[src/rtl/mem_port_arbiter.sv]
// Arbitrates instruction fetch (IF) and data access (MA) onto one shared memory port.
// Define MEM_ARB_TIMEOUT_EN to add a busy-cycle watchdog that aborts a stuck access.
module mem_port_arbiter #(
    parameter int unsigned STARVE_LIMIT = 4,
    parameter int unsigned TIMEOUT      = 16
) (
    input  logic        clk,
    input  logic        reset,
    input  logic        if_req,
    input  logic [31:0] if_addr,
    output logic [31:0] if_rdata,
    output logic        if_ack,
    input  logic        ma_req,
    input  logic        ma_we,
    input  logic [31:0] ma_addr,
    input  logic [31:0] ma_wdata,
    output logic [31:0] ma_rdata,
    output logic        ma_ack,
    output logic        mem_req,
    output logic        mem_we,
    output logic [31:0] mem_addr,
    output logic [31:0] mem_wdata,
    input  logic [31:0] mem_rdata,
    input  logic        mem_ready,
    output logic        stall_if,
    output logic        stall_ma,
    output logic        err
);

    localparam int unsigned SW = (STARVE_LIMIT > 0) ? $clog2(STARVE_LIMIT + 1) : 1;
    localparam logic [SW-1:0] SLim = SW'(STARVE_LIMIT);

    typedef enum logic [1:0] {StIdle, StBusyIf, StBusyMa} state_e;

    state_e      state_q, state_d;
    logic [SW-1:0] starve_q, starve_d;
    logic [31:0] addr_q, addr_d, wdata_q, wdata_d;
    logic        we_q, we_d;
    logic        busy, done, timeout, grant_if, grant_ma;

    // Outputs are gated by reset so nothing leaks out while a reset is being applied.
    assign busy     = (state_q != StIdle) && !reset;
    assign done     = busy && (mem_ready || timeout);
    assign grant_if = if_req && (!ma_req || (starve_q == SLim));
    assign grant_ma = ma_req && !grant_if;

`ifdef MEM_ARB_TIMEOUT_EN
    localparam int unsigned WW = (TIMEOUT > 1) ? $clog2(TIMEOUT + 1) : 1;
    localparam logic [WW-1:0] WdLast = WW'(TIMEOUT - 1);

    logic [WW-1:0] wd_q, wd_d;

    assign timeout = busy && !mem_ready && (wd_q == WdLast);
    assign wd_d    = (busy && !done) ? wd_q + 1'b1 : '0;

    always_ff @(posedge clk) begin
        if (reset) wd_q <= '0;
        else       wd_q <= wd_d;
    end
`else
    logic unused_timeout;
    assign unused_timeout = ^TIMEOUT;
    assign timeout        = 1'b0;
`endif

    always_ff @(posedge clk) begin
        if (reset) begin
            state_q  <= StIdle;
            starve_q <= '0;
            addr_q   <= '0;
            wdata_q  <= '0;
            we_q     <= 1'b0;
        end else begin
            state_q  <= state_d;
            starve_q <= starve_d;
            addr_q   <= addr_d;
            wdata_q  <= wdata_d;
            we_q     <= we_d;
        end
    end

    always_comb begin
        state_d  = state_q;
        starve_d = starve_q;
        addr_d   = addr_q;
        wdata_d  = wdata_q;
        we_d     = we_q;
        unique case (state_q)
            StIdle: begin
                if (grant_if) begin
                    state_d  = StBusyIf;
                    addr_d   = if_addr;
                    wdata_d  = '0;
                    we_d     = 1'b0;
                    starve_d = '0;
                end else if (grant_ma) begin
                    state_d = StBusyMa;
                    addr_d  = ma_addr;
                    wdata_d = ma_wdata;
                    we_d    = ma_we;
                    if (if_req && (starve_q != SLim)) starve_d = starve_q + 1'b1;
                end
            end
            StBusyIf, StBusyMa: begin
                if (done) state_d = StIdle;
            end
            default: state_d = StIdle;
        endcase
    end

    assign mem_req   = busy;
    assign mem_addr  = addr_q;
    assign mem_wdata = wdata_q;
    assign mem_we    = we_q;

    assign if_ack   = done && (state_q == StBusyIf);
    assign ma_ack   = done && (state_q == StBusyMa);
    // A watchdog abort returns zero data, so rdata follows mem_ready rather than ack.
    assign if_rdata = (if_ack && mem_ready) ? mem_rdata : '0;
    assign ma_rdata = (ma_ack && mem_ready) ? mem_rdata : '0;
    assign err      = timeout;

    assign stall_if = if_req & ~if_ack;
    assign stall_ma = ma_req & ~ma_ack;

endmodule
[config.mk]
export PLATFORM = sky130hd
export DESIGN_NAME = mem_port_arbiter
export DESIGN_NICKNAME = d
export VERILOG_FILES = /design/src/rtl/mem_port_arbiter.sv
export SDC_FILE = /design/constraint.sdc
export NUM_CORES = 1
export LEC_CHECK = 0
export BUFFER_PORTS_ARGS = -buffer_cell sky130_fd_sc_hd__clkbuf_2
export CORE_AREA = 2 2 105 107
export CTS_CLUSTER_DIAMETER = 100
export DETAILED_ROUTE_END_ITERATION = 8
export DIE_AREA = 0 0 107 109
export PLACE_DENSITY = 0.75
export SYNTH_ARGS = -nofsm -noshare
export SYNTH_HDL_FRONTEND = slang
export SYNTH_SLANG_ARGS = --single-unit
[constraint.sdc]
create_clock -name clk -period 2 [get_ports clk]
set_clock_uncertainty 0.05 [all_clocks]
set_input_delay 0.2 -clock clk [delete_from_list [all_inputs] [get_ports clk]]
set_output_delay 0.2 -clock clk [all_outputs]
set_load 0.03 [all_outputs]
# After elaboration in Yosys (flattened, before gate mapping)

Cells that the tools add are included.

$add $sub $neg: 1
Equality and inequality tests: 6
Multiplexer cells: 15
Bitwise logic cells: 4
Reductions and logical operators: 21

Operators with widths:

| operator              | number |
|---|---|
| $mux W32              | 6 |
| $logic_and A1 B1 Y1   | 9 |
| $mux W3               | 3 |
| $mux W2               | 3 |
| $ne A3 B3 Y1 const B  | 2 |
| $reduce_bool A2 Y1    | 3 |
| $pmux W2 S2           | 1 |
| $reduce_and A2 Y1     | 2 |
| $add A3 B1 Y3 const B | 1 |
| $eq A3 B3 Y1 const B  | 1 |
| $logic_not A1 Y1      | 3 |
| $reduce_and A3 Y1     | 1 |
| $and A1 B1 Y1         | 2 |
| $eq A2 B1 Y1 const B  | 1 |
| $eq A2 B2 Y1 const B  | 1 |
| $logic_not A2 Y1      | 1 |
| $mux W1               | 2 |
| $ne A2 B2 Y1 const B  | 1 |
| $not A1 Y1            | 2 |
| $reduce_or A2 Y1      | 1 |
| $logic_or A1 B1 Y1    | 1 |

Bits in registers: 70
Input bits: 134
Output and inout port bits: 135
Word-level logic and storage cells: 52

# Depth between registers and ports, before layout

Depth after elaboration: 8
Depth in mapped cells: 8
Gate-level depth less buffers: 6

# Worst setup path after synthesis

Ideal clock, no wire load.

Path type: reg2out
Start: register state_q[0]
End: output port ma_rdata[22]
Arrival time: 1.797 ns
Data required time: 1.750 ns
Path slack: -0.047 ns
Stages on the path, launching flop included: 9
Buffers on the path: 2
Cell sequence: dfxtp_1 -> inv_1 -> ha_1 -> or2_1 -> inv_2 -> and3_1 -> buf_4 -> buf_6 -> and2_1

Word-level cells in the longest chain between the ends: 6
Elaborated cells on any way between the ends: 7
Classes of those cells: 1 x eq/ne; 1 x mux; 5 x reduce/logical

Ends and longest elaborated chain:

| what                   | RTL line | source |
|---|---|---|
| from (decl)            | 35       | `state_e state_q, state_d;` |
| from (signal assigned) | 68       | `state_q <= StIdle;` |
| from (signal assigned) | 74       | `state_q <= state_d;` |
| $reduce_bool A2 Y1     | 42       | `assign busy = (state_q != StIdle) && !reset;` |
| $logic_and A1 B1 Y1    | 42       |  |
| net mem_req            | 19       | `output logic mem_req,` |
| $logic_and A1 B1 Y1    | 43       | `assign done = busy && (mem_ready \|\| timeout);` |
| $logic_and A1 B1 Y1    | 117      | `assign ma_ack = done && (state_q == StBusyMa);` |
| net ma_ack             | 18       | `output logic ma_ack,` |
| $logic_and A1 B1 Y1    | 120      | `assign ma_rdata = (ma_ack && mem_ready) ? mem_rdata : '0;` |
| $mux W32               | 120      |  |
| to (decl)              | 17       | `output logic [31:0] ma_rdata,` |

The timed path passes the listed nets, and every way through them passes these cells.

# Final worst setup path

Start: register state_q[1]
End: output port if_rdata[2]

Word-level cells in the longest chain between the ends: 6
Elaborated cells on any way between the ends: 7
Classes of those cells: 1 x eq/ne; 1 x mux; 5 x reduce/logical

Ends and longest elaborated chain:

| what                  | RTL line | source |
|---|---|---|
| $reduce_bool A2 Y1    | 42       |  |
| $logic_and A1 B1 Y1   | 42       |  |
| $logic_and A1 B1 Y1   | 43       |  |
| $logic_and A1 B1 Y1 * | 116      | `assign if_ack = done && (state_q == StBusyIf);` |
| $logic_and A1 B1 Y1 * | 119      | `assign if_rdata = (if_ack && mem_ready) ? mem_rdata : '0;` |
| $mux W32 *            | 119      |  |
| to (decl)             | 11       | `output logic [31:0] if_rdata,` |

Mark *: on every way between the ends. The rest lies on a longest branch, timed or not.

==> metrics <==
drt pass-1 iters 4; Clock Latency Late Sink 350 ps; register share of total power 0.380; CTS tree yes; DR vias/cell 5.156; Setup crit end kind primary output; Die Area roughly 12000 um^2; final worst slack -183.3 ps; initial antenna violation count 1; path type of the worst setup path reg2out; Initial Util 0.3657; Int Pwr ~0.0027 W; wire length per cell 16.76 um; arrival time at the worst endpoint 1930 ps; Residual DRC 0; Sinks on Clock Net 70; Power Density around 690 nW/um^2; worst-path fanout max 17; YS warnings 0; All-Layer GR Usage 0.2197; Comb pwr share 0.353; switching power about 0.0017 W; Cell variety after synth 32; Root Buffer clkbuf_8; CP max stage delay 370 ps; failing checks setup timing; Synth Instances 456; Fin. Hold Viols 0; Rel. slew slack 0.4035; synthesized area per cell 8.503 um^2; Vias between 4000 and 5000; IR drop worst, VDD 0.0003526 V; Port Buffer Count 267; filler cell count in the final layout 868; htree depth 3; XOR/XNOR Fraction of Synth Area 0; Layout area overhead 64.31%; Fmax around 460 MHz; Buf+Inv Stages, Crit Path 4; RSZ-0062 raised after global routing true; Period minus WS final 2183 ps; fin crit share 1.092; Synth Register Bits 70; Pleak 2.855 nW; Post-DRT Antenna Nets 0; final weighted congestion of routability-driven global placement 0.8320; delay-heaviest family, CP simple AND/OR/NAND/NOR gates; vias in the first global route 4097; outcome complete, but fails checks; Initial DRC Count 268; Util after Layout 0.6009; final-report setup violation count roughly 70; area of the core 10600 um^2; max-cap violations 0; nets around 840; CP max-delay cell dfxtp_4; global-route wire length before repair 20310 um; Synth Area in Compound Gates 0.2927; CP Cell Sequence inv_4, ha_4, or2_1, inv_2, and3_4, buf_12, and2_1, buf_8; Fin Setup TNS -8171 ps; maximum clock path buffer count 2; clock slew at reported path FFs ~80 ps; largest net degree at the start of global routing 71; Clock power frac 0.266; chip height 109 um; post-synthesis simple-gate area fraction 0.2294; clock buffer count from CTS 9; Rows 38; CP required 1750 ps; Final HPWL DP 9374 um; WHS 49.96 ps; mux contribution to synthesized area 0; largest family of logic cells by synthesized area compound AO/OA/AOI/OAI gates; IO Pins roughly 270; final wirelength between 10000 and 15000 um; die extent in x between 100 and 150 um; layout cell share with drive strength beyond 1 0.5656; hold buffers post-CTS 0; synthesized area 3877 um^2; register area share after synthesis 0.3614; Congestion Overflow GR 0; adder-cell share of the synthesized area 0.01613; worst slew pin tran between 800 and 900 ps; Setup crit start kind register; Post-Syn Nets 595; Final Max Tran Viols 0; Hold WC Path Type in2reg; Net Sw Frac 0.3770
[path summary, 6_finish.rpt]
check / to / depth (start not counted) / slack (ps) / from
min: mem_wdata[20] / 3 / 50 / ma_wdata[20]
min reg2reg: mem_wdata[15] / 2 / 410 / mem_wdata[15]
max reg2reg: mem_addr[24] / 6 / 180 / starve_q[0]
max: if_rdata[2] / 8 / -180 / state_q[1]
[cell usage after synthesis, drive strengths merged]
master	number	area, um^2
ha	5	62.56
o211ai	33	247.7
nor2	33	123.9
and3	2	12.51
or4	1	7.510
inv	7	26.27
o221ai	2	17.52
a211o	1	8.760
o21ai	34	173.9
clkbuf	16	60.06
or3	2	12.51
buf	38	299.0
nand2	37	138.9
a311oi	32	468.0
a21boi	1	11.26
nand4	1	6.260
a21oi	38	190.2
conb	1	3.750
nor3b	2	15.01
o21a	1	7.510
nor2b	1	6.260
a21bo	1	10.01
and2	64	400.4
nand3	32	160.2
or2	1	6.260
dfxtp	70	1401
[cells in the final DEF, fill, tap and decap left out, drive strengths merged, types with 7 or more instances in the layout]
| master | netlist | final |
|---|---|---|
| inv | 7 | 7 |
| clkbuf | 16 | 220 |
| nor2 | 33 | 33 |
| a311oi | 32 | 32 |
| o211ai | 33 | 33 |
| buf | 38 | 81 |
| nand3 | 32 | 32 |
| nand2 | 37 | 37 |
| dfxtp | 70 | 70 |
| o21ai | 34 | 34 |
| and2 | 64 | 64 |
| a21oi | 38 | 38 |
[registers in the layout, summed over array words and instances (netlist names)]
name       count
starve_q       3
state_q        2
mem_we         1
mem_wdata     32
mem_addr      32
[power groups by stage]
stage,Combinational (W),Sequential [W],Clock (W)
floorplan,0.000729,0.00203,0
global placement,0.00144,0.00170,0
detailed placement,0.00148,0.00170,0
CTS,0.00152,0.00168,0.00121
global route,0.00168,0.00170,0.00128
finish,0.00156,0.00168,0.00117
[what timing repair did]
action                                  4_1_cts  5_1_grt
endpoints found under the setup margin       68       68
pin swaps                                     3       14
cloned                                        2        2
resized for setup                           145      107
buffers inserted                              1        4
[worst reg2reg max path, cell delays in order (launching register included)]
cell and delay [ps]:
dfxtp_1 380, inv_1 60, ha_1 250, a21boi_4 210
buf_4 300, o21ai_0 180, a311oi_2 290
[per-layer routing]
layer	vias up	global-route usage	routed length [um]
li1	2109	-	-
met1	2039	0.2452	5419
met2	200	0.3922	7261
met3	35	0.05738	1053
met4	0	0.1011	515
met5	-	0	0
[cell type report]
cell class	count	area, um^2	area share
Clock buffer	10	137.6	0.02160
Multi-Input combinational cell	325	2252	0.3535
Clock inverter	6	71.32	0.01119
Tap cell	140	175.2	0.02749
Inverter	7	28.78	0.004517
Sequential cell	70	1406	0.2207
Antenna cell	1	2.502	0.0003928
Timing Repair Buffer	291	2297	0.3606
[logic make-up (layout without fill, tap and decap cells)]
| logic type | after synthesis | count (layout) |
|---|---|---|
| buffers and inverters | 61 | 314 |
| and+or+nand+nor | 176 | 176 |
| AOI/OAI and AO/OA | 143 | 143 |
| DFF | 70 | 70 |
| adders and majority gates | 5 | 5 |
| other | 1 | 2 |
[metrics by stage]
| step | setup slack, ps | instances | total power, W | area, um^2 |
|---|---|---|---|---|
| 2_1_floorplan | 7.883 | 456 | 0.002756 | 3899 |
| 3_3_place_gp | 153.9 | 824 | 0.003142 | 5216 |
| 3_5_place_dp | 111.3 | 824 | 0.003185 | 5216 |
| 4_1_cts | -142.8 | 843 | 0.004406 | 6092 |
| 5_1_grt | -270.7 | 850 | 0.004654 | 6371 |
| 6_report | -183.3 | 850 | 0.004412 | 6371 |
No activity file was read; power rests on OpenSTA's default activity.
